==> config.mk <==
export PLATFORM = sky130hd
export DESIGN_NAME = saturn_fetch_seq
export DESIGN_NICKNAME = d
export VERILOG_FILES = /design/src/rtl/saturn_pkg.sv /design/src/rtl/saturn_addr_serializer.sv /design/src/rtl/saturn_fetch_seq.sv
export SDC_FILE = /design/constraint.sdc
export NUM_CORES = 1
export LEC_CHECK = 0
export ABC_CLOCK_PERIOD_IN_PS = 3200
export CAP_MARGIN = 20
export CORE_MARGIN = 2
export CORE_UTILIZATION = 40
export CTS_CLUSTER_SIZE = 28
export DETAILED_ROUTE_END_ITERATION = 8
export GPL_TIMING_DRIVEN = 0
export PLACE_DENSITY = 0.76
export RECOVER_POWER = 50
export SYNTH_ARGS = -nofsm -noshare
export SYNTH_HDL_FRONTEND = slang
export SYNTH_SLANG_ARGS = --single-unit
==> constraint.sdc <==
create_clock -name i_clk -period 3.2 [get_ports i_clk]
set_input_delay 0.96 -clock i_clk [delete_from_list [all_inputs] [get_ports i_clk]]
set_output_delay 0.96 -clock i_clk [all_outputs]
set_load 0.05 [all_outputs]
==> src/rtl/saturn_pkg.sv <==
// Shared encodings for the Saturn fetch sequencer: FSM states, nibble-bus commands
// and address geometry.
package saturn_pkg;

    localparam int SATURN_PC_W      = 20;
    localparam int SATURN_ADDR_NIBS = 5;

    localparam logic [2:0] LOAD_ADDR = 3'd0;
    localparam logic [2:0] FETCH     = 3'd1;
    localparam logic [2:0] DBG       = 3'd2;
    localparam logic [2:0] DECODE    = 3'd3;
    localparam logic [2:0] EXEC      = 3'd4;

    localparam logic [1:0] BUS_READ      = 2'd0;
    localparam logic [1:0] BUS_LOAD_ADDR = 2'd1;

    // Nibble idx of a PC, LSB nibble first; out-of-range indices read as zero.
    function automatic logic [3:0] pc_nibble(input logic [SATURN_PC_W-1:0] pc,
                                             input logic [2:0] idx);
        logic [3:0] nib;
        case (idx)
            3'd0:    nib = pc[3:0];
            3'd1:    nib = pc[7:4];
            3'd2:    nib = pc[11:8];
            3'd3:    nib = pc[15:12];
            3'd4:    nib = pc[19:16];
            default: nib = 4'h0;
        endcase
        return nib;
    endfunction

endpackage

==> src/rtl/saturn_addr_serializer.sv <==
// Walks the five address nibbles of a PC, LSB first, for the LOAD_ADDR bus command.
// Advances once per acknowledged nibble and wraps to nibble 0 after the last one.
module saturn_addr_serializer
    import saturn_pkg::*;
(
    input  logic                   i_clk,
    input  logic                   i_reset_n,
    input  logic [SATURN_PC_W-1:0] i_pc,
    input  logic                   i_advance,
    output logic [3:0]             o_nibble,
    output logic                   o_last
);

    logic [2:0] nib_idx;

    assign o_last   = (nib_idx == 3'(SATURN_ADDR_NIBS - 1));
    assign o_nibble = pc_nibble(i_pc, nib_idx);

    // NOTE: clocked state uses non-blocking assignments so every flop samples
    // pre-edge values regardless of block ordering.
    always_ff @(posedge i_clk) begin
        if (!i_reset_n) begin
            nib_idx <= 3'd0;
        end else if (i_advance) begin
            nib_idx <= o_last ? 3'd0 : nib_idx + 3'd1;
        end
    end

endmodule

==> src/rtl/saturn_fetch_seq.sv <==
// Saturn instruction fetch sequencer: owns the PC, masters the nibble bus for fetch
// and strobes decode/execute. Define SATURN_FETCH_DBG_EN to insert a DBG phase.
module saturn_fetch_seq
    import saturn_pkg::*;
#(
    parameter logic [SATURN_PC_W-1:0] RESET_VECTOR = 20'h00000,
    parameter int                     PC_W         = SATURN_PC_W
) (
    input  logic            i_clk,
    input  logic            i_reset_n,
    output logic            o_bus_req,
    output logic [1:0]      o_bus_cmd,
    output logic [3:0]      o_bus_data,
    input  logic            i_bus_ack,
    input  logic [3:0]      i_bus_data,
    output logic [3:0]      o_nibble,
    output logic [PC_W-1:0] o_pc,
    output logic            o_en_dec,
    output logic            o_en_exec,
    output logic            o_en_dbg,
    output logic            o_stalled,
    input  logic            i_inc_pc,
    input  logic            i_exec_busy,
    input  logic            i_load_pc,
    input  logic [PC_W-1:0] i_new_pc,
    output logic [31:0]     o_cycles
);

    logic [2:0]      state_q, state_d;
    logic [PC_W-1:0] pc_q;
    logic [PC_W-1:0] nib_pc_q;
    logic [3:0]      nibble_q;
    logic [31:0]     cycles_q;
    logic            reload_q;
    logic            armed_q;
    logic            in_load, bus_active, bus_done, exec_last;
    logic [3:0]      ser_nibble;
    logic            ser_last;

    // armed_q holds the bus idle for the first cycle out of reset, so a request
    // interrupted by reset is never re-presented in the cycle that follows it.
    assign in_load    = armed_q && (state_q == LOAD_ADDR);
    assign bus_active = armed_q && ((state_q == LOAD_ADDR) || (state_q == FETCH));
    assign bus_done   = bus_active && i_bus_ack;
    assign exec_last  = (state_q == EXEC) && !i_exec_busy;

    saturn_addr_serializer u_ser (
        .i_clk     (i_clk),
        .i_reset_n (i_reset_n),
        .i_pc      (pc_q),
        .i_advance (in_load && i_bus_ack),
        .o_nibble  (ser_nibble),
        .o_last    (ser_last)
    );

    assign o_bus_req  = bus_active;
    assign o_bus_cmd  = in_load ? BUS_LOAD_ADDR : BUS_READ;
    assign o_bus_data = in_load ? ser_nibble : 4'h0;
    assign o_nibble   = nibble_q;
    assign o_pc       = nib_pc_q;
    assign o_cycles   = cycles_q;
    assign o_en_dec   = (state_q == DECODE);
    assign o_en_exec  = (state_q == EXEC);
    assign o_stalled  = (state_q == EXEC) && i_exec_busy;
`ifdef SATURN_FETCH_DBG_EN
    assign o_en_dbg   = (state_q == DBG);
`else
    assign o_en_dbg   = 1'b0;
`endif

    // NOTE: state_d is defaulted before the case so every path assigns it and no
    // latch is inferred.
    always_comb begin
        state_d = state_q;
        case (state_q)
            LOAD_ADDR: if (bus_done && ser_last) state_d = FETCH;
`ifdef SATURN_FETCH_DBG_EN
            FETCH:     if (bus_done) state_d = DBG;
            DBG:       state_d = DECODE;
`else
            FETCH:     if (bus_done) state_d = DECODE;
`endif
            DECODE:    state_d = EXEC;
            EXEC: begin
                if (!i_exec_busy) state_d = (i_load_pc || reload_q) ? LOAD_ADDR : FETCH;
            end
            default:   state_d = LOAD_ADDR;
        endcase
    end

    always_ff @(posedge i_clk) begin
        if (!i_reset_n) begin
            state_q  <= LOAD_ADDR;
            pc_q     <= RESET_VECTOR;
            nib_pc_q <= RESET_VECTOR;
            nibble_q <= 4'h0;
            cycles_q <= 32'd0;
            reload_q <= 1'b0;
            armed_q  <= 1'b0;
        end else begin
            state_q  <= state_d;
            armed_q  <= 1'b1;
            cycles_q <= cycles_q + 32'd1;
            if ((state_q == FETCH) && bus_done) begin
                nibble_q <= i_bus_data;
                nib_pc_q <= pc_q;
            end
            // A nibble left unconsumed leaves the auto-incremented bus pointer
            // one ahead of pc, so the address must be reloaded before refetching.
            if (state_q == DECODE) begin
                if (i_inc_pc) pc_q <= pc_q + PC_W'(1);
                else          reload_q <= 1'b1;
            end
            if (exec_last) begin
                reload_q <= 1'b0;
                if (i_load_pc) pc_q <= i_new_pc;
            end
        end
    end

`ifdef SATURN_FETCH_DBG_EN
`ifdef SIM
    always_ff @(posedge i_clk) begin
        if (i_reset_n && (state_q == DBG)) $display("%05h %1h", nib_pc_q, nibble_q);
    end
`endif
`endif

endmodule

# Word level (Yosys, flattened, before mapping)
# Index checks and enable logic that the tools add are counted.
totals:
  regBits: 84
  latchBits: 0
  ramBits: 0
  romBits: 0
  inputBits: 30
  output_inout_bits: 67
  wordCells: 53
  memories: 0
op_classes:
  addsub: 3
  n_mul: 0
  div_mod_pow: 0
  magnitude_cmp: 0
  n_eq_ne: 10
  n_shift: 0
  mux: 14
  bitwise: 2
  reduce_logical: 16
op_table:
  columns: ["operator", "n"]
  rows:
  - ["$mux 20", 4]
  - ["$add 32x1->32 const B", 1]
  - ["$add 20x1->20 const B", 1]
  - ["$pmux 4 s5", 1]
  - ["$mux 3", 4]
  - ["$pmux 3 s4", 1]
  - ["$eq 3x2->1 const B", 3]
  - ["$logic_and 1x1->1", 8]
  - ["$eq 3x1->1 const B", 2]
  - ["$eq 3x3->1 const B", 2]
  - ["$logic_not 3->1", 2]
  - ["$mux 4", 1]
  - ["$ne 2x2->1 const B", 2]
  - ["$add 3x1->3 const B", 1]
  - ["$mux 1", 3]
  - ["$reduce_and 3->1", 1]
  - ["$logic_or 1x1->1", 2]
  - ["$ne 2x1->1 const B", 1]
  - ["$not 1->1", 2]
  - ["$reduce_and 2->1", 1]
  - ["$reduce_or 2->1", 1]
  - ["$logic_not 1->1", 1]

# Logic depth before layout (Yosys ltp)
depth:
  depth_word: 7
  depth_mapped: 7
  depth_no_buf: 6

# Hierarchy
# From an unflattened synthesis, not the netlist that was laid out.
hier_totals:
  cells_unflattened: 469
  area_unflattened_um2: 3890.0
by_module_without_submodules:
  columns: ["module", "instances", "cells_each", "area_each_um2", "seq_area_each_um2"]
  rows:
  - ["saturn_fetch_seq", 1, 436, 3584.7, 1621.6]
  - ["saturn_addr_serializer", 1, 33, 305.3, 60.1]

# Worst setup path before layout
# OpenSTA, ideal clock, no wires.
synth_path:
  kind: "register to output"
  startpoint: "reg state_q[1]"
  endpoint: "out o_bus_data[0]"
  t_arrival_ps: 2844
  required_ps: 2240
  path_slack_ps: -604
  path_stages_with_launch: 6
  path_buffers: 1
  path_cell_list: "dfxtp_1 -> clkbuf_2 -> nor3b_1 -> nor2b_1 -> o41ai_1 -> a31oi_1"
synth_between:
  elab_chain_len: 3
synth_lines:
  columns: ["element", "line", "text"]
  rows:
  - ["start: declaration", "saturn_fetch_seq.sv:29", "logic [2:0] state_q, state_d;"]
  - ["start signal: assignment", "saturn_fetch_seq.sv:101", "state_q <= state_d;"]
  - ["$logic_not 3->1", "saturn_fetch_seq.sv:42", "assign in_load = armed_q && (state_q == LOAD_ADDR);"]
  - ["$logic_and 1x1->1", "saturn_fetch_seq.sv:42", null]
  - ["named net in_load", "saturn_fetch_seq.sv:36", "logic in_load, bus_active, bus_done, exec_last;"]
  - ["$mux 4", "saturn_fetch_seq.sv:58", "assign o_bus_data = in_load ? ser_nibble : 4'h0;"]
  - ["end: declaration", "saturn_fetch_seq.sv:13", "output logic [3:0] o_bus_data,"]
# The timed path passes the listed nets, and every way through them passes these cells.

# Worst setup path after layout
layout_path:
  startpoint: "reg state_q[1]"
  endpoint: "out o_bus_data[2]"
# Same word-level chain as after synthesis.

==> run_results.csv <==
group,metric,value,unit
yosys,syn_area_per_cell,8.184,um2
floorplan,io_pins,97,
outcome,outcome,"finished, final reports clean",
final_layout,drive_above_1_share,7.107,%
critical_path,cp-start-kind,"flip-flop",
critical_path,critPathKind,"reg2out",
yosys,synth.distinct_cells,45,
final_layout,fin_nets,623,
global_routing,grt_pass1_vias,3527,
global_routing,grt_max_degree,15,
sta,post-route-worst-setup-slack,0.07991,ns
clock_network,htreeDepth,3,
yosys,syn_area,3936,um2
clock_network,post-cts-setup-buffer-count,0,
final_layout,layout_commonest_cell,"dfxtp_1",
pwr,power.internal,1.488,mW
sta,rsz0062_at_grt,"no",
sta,setup_violations,0,
placement,place_congestion,0.8826,
pwr,p_sw_share,23.62,%
sta,max_freq,0.3205,GHz
final_layout,synthToLayoutAreaGrowth,33.57,%
sta,max_slew.worst_pin.slew,0.5915,ns
clock_network,cts.sinks,84,
critical_path,r2r-start,"state_q[1]",
floorplan,row_count,36,
critical_path,critPathCaptureType,"output pin",
route,first_pass_iters,5,
critical_path,crit_start,"state_q[1]",
worst_hold_path,min_path_type,"reg2reg",
yosys,netlist_instances,481,
global_routing,grt_pass1_wl,16.77,mm
clock_network,cts_tree,"done",
final_layout,stdcell_count,724,
final_layout,n_antenna_cell,0,
yosys,yosys.area.top_type,"dfxtp_1",
pwr,p_sw,0.4600,mW
route,wirelength,10.83,mm
placement,dp_hpwl,7.910,mm
pwr,ir_drop,0.0001811,V
sta,period_needed,3.120,ns
route,ant_nets,0,
floorplan,core-area,9684,um2
global_routing,grt_util_all_layers,19.99,%
clock_network,cts-buffers-inserted,9,
placement,post_dp_cell_area,5057,um2
critical_path,cp_data_required_time,2.24,ns
yosys,ys_ff_latch,84,
pwr,total_power,1.948,mW
clock_network,clk_latency,0.35,ns
sta,relSlewSlack,60.03,%
job,drv_cap,0,
sta,period_share,97.50,%
floorplan,die_h,103.2,um
route,first_iter_violations,192,
global_routing,antenna_found_initial,0,
pwr,power_frac_comb,6.5,%
placement,placed_cells,709,
sta,drv_slew,0,
floorplan,die-area,10650,um2
route,vias,3906,
pwr,p_seq_share,54.2,%
critical_path,worst-path-max-fanout,7,
sta,hold_ws,0.4531,ns
clock_network,cts_buffer_depth,2,
critical_path,worstPathArrival,2.16,ns
worst_hold_path,min_from,"o_pc[3]",
final_layout,final_area,5258,um2
final_layout,layout_common_cells,"dfxtp_1 (84), nand2_1 (70), clkdlybuf4s50_1 (63)",
yosys,yosysSeqAreaShare,42.72,%
placement,io_buffer_count,94,
sta,skew,0.006092,ns
sta,final_hold_viol_count,0,
clock_network,cts.clk_slew.worst_paths,0.08,ns
route,route.detailed.drc,0,
floorplan,start_util,40.65,%
route,drt-vias-per-instance,5.395,
pwr,leakage,1.744,nW
pwr,clockPowerShare,39.3,%
global_routing,grt_remaining_overflow,0,
pwr,power.density,370.4,nW/um2
yosys,synth_top_area_share,42.72,%
yosys,ys_top_cells_by_area,"dfxtp_1 (43%), nand2_1 (6.7%), a21oi_1 (6.4%)",
floorplan,die_w,103.2,um
clock_network,root_buffer,"clkbuf_8",
route,drt-wirelength-per-cell,14.96,um
placement,dp_slack,-0.2114,ns
yosys,yosys_warnings,0,
==> critical path: stages, from the launching register on <==
cell	delay, ns
dfxtp_1	0.30
clkbuf_2	0.17
nor3b_2	0.24
nor2b_2	0.30
o41ai_4	0.14
a31oi_1	0.24
clkdlybuf4s15_2	0.41
==> repair_timing <==
| action | in CTS | in global routing |
|---|---|---|
| setup endpoints to repair | 6 | 6 |
| hold buffers | 0 | 0 |
| pin swaps | 0 | 0 |
| gates resized for setup | 19 | 8 |
==> through the flow <==
step,setup TNS (ns),utilization (%)
2_1_floorplan,-0.3177,-
6_report,0,54.29
3_3_place_gp,-0.2928,52.22
5_1_grt,0,54.29
3_5_place_dp,-0.4298,52.22
4_1_cts,0,54.41
==> final cells by class <==
class	instances	area, um2
plain buffers	31	147.6
clock buffers	10	137.6
clock inverters	6	63.81
fillers	898	4427
inverters	15	56.30
multi-input cells	351	2064
flip-flops and latches	84	1682
well taps	133	166.4
repair buffers	94	939.7
==> power by group through the flow <==
stage          logic, mW  registers, mW  clock network [mW]
2_1_floorplan     0.0516           1.09                   0
3_3_place_gp       0.122           1.08                   0
3_5_place_dp       0.124           1.08                   0
4_1_cts            0.125           1.06               0.777
5_1_grt            0.137           1.06               0.822
6_report           0.127           1.06               0.765
==> cells by family after synthesis <==
family / synth area share, %
DFF: 42.72
other: 0.09527
muxes: 1.272
and+or+nand+nor: 25.72
adders and majority gates: 2.225
xor gates and xnor gates: 4.673
buffers and inverters: 5.499
AOI/OAI and AO/OA: 17.80
==> flip-flops by register name (all words and copies together), names as in the netlist <==
name           flops
pc_q              20
armed_q            1
o_pc              20
o_nibble           4
state_q            3
reload_q           1
o_cycles          32
u_ser.nib_idx      3
==> synthesized netlist by cell type, drive strengths merged <==
cell          n
mux2i         5
clkbuf       23
nand3        17
a22oi         8
o21ai        31
or3          15
nor2b         6
and3          1
nand3b        1
nand2        70
nor4          7
a31o          2
nand4b        1
inv          15
a211oi        5
o21a          2
nor3b         3
a21oi        50
o31ai        10
nand4        13
conb          1
nand2b        1
ha            7
nor2         25
o41ai         1
xor2          8
dfxtp        84
buf           8
or2           1
nor4bb        1
a31oi        13
or4          14
dlygate4sd3   1
xnor2        13
nor3          5
and2          7
and4          6
==> worst paths after layout <==
path | to | slack, ns | cells after the start
setup reg to reg | pc_q[15] | 0.93 | 6
hold reg to reg | o_pc[3] | 0.45 | 2
setup / recovery | o_bus_data[2] | 0.08 | 6
hold / removal | o_pc[3] | 0.45 | 2
==> per-layer routing <==
metal  vias to the layer above  routed length, um  global-route usage [%]
met5                         -                  0                       0
met4                         0                144                   5.162
met3                        15                602                   3.360
met2                       139               5169                   32.77
met1                      1821               4916                   27.50
li1                       1931                  -                       -
(Power assumes the default switching activity.)
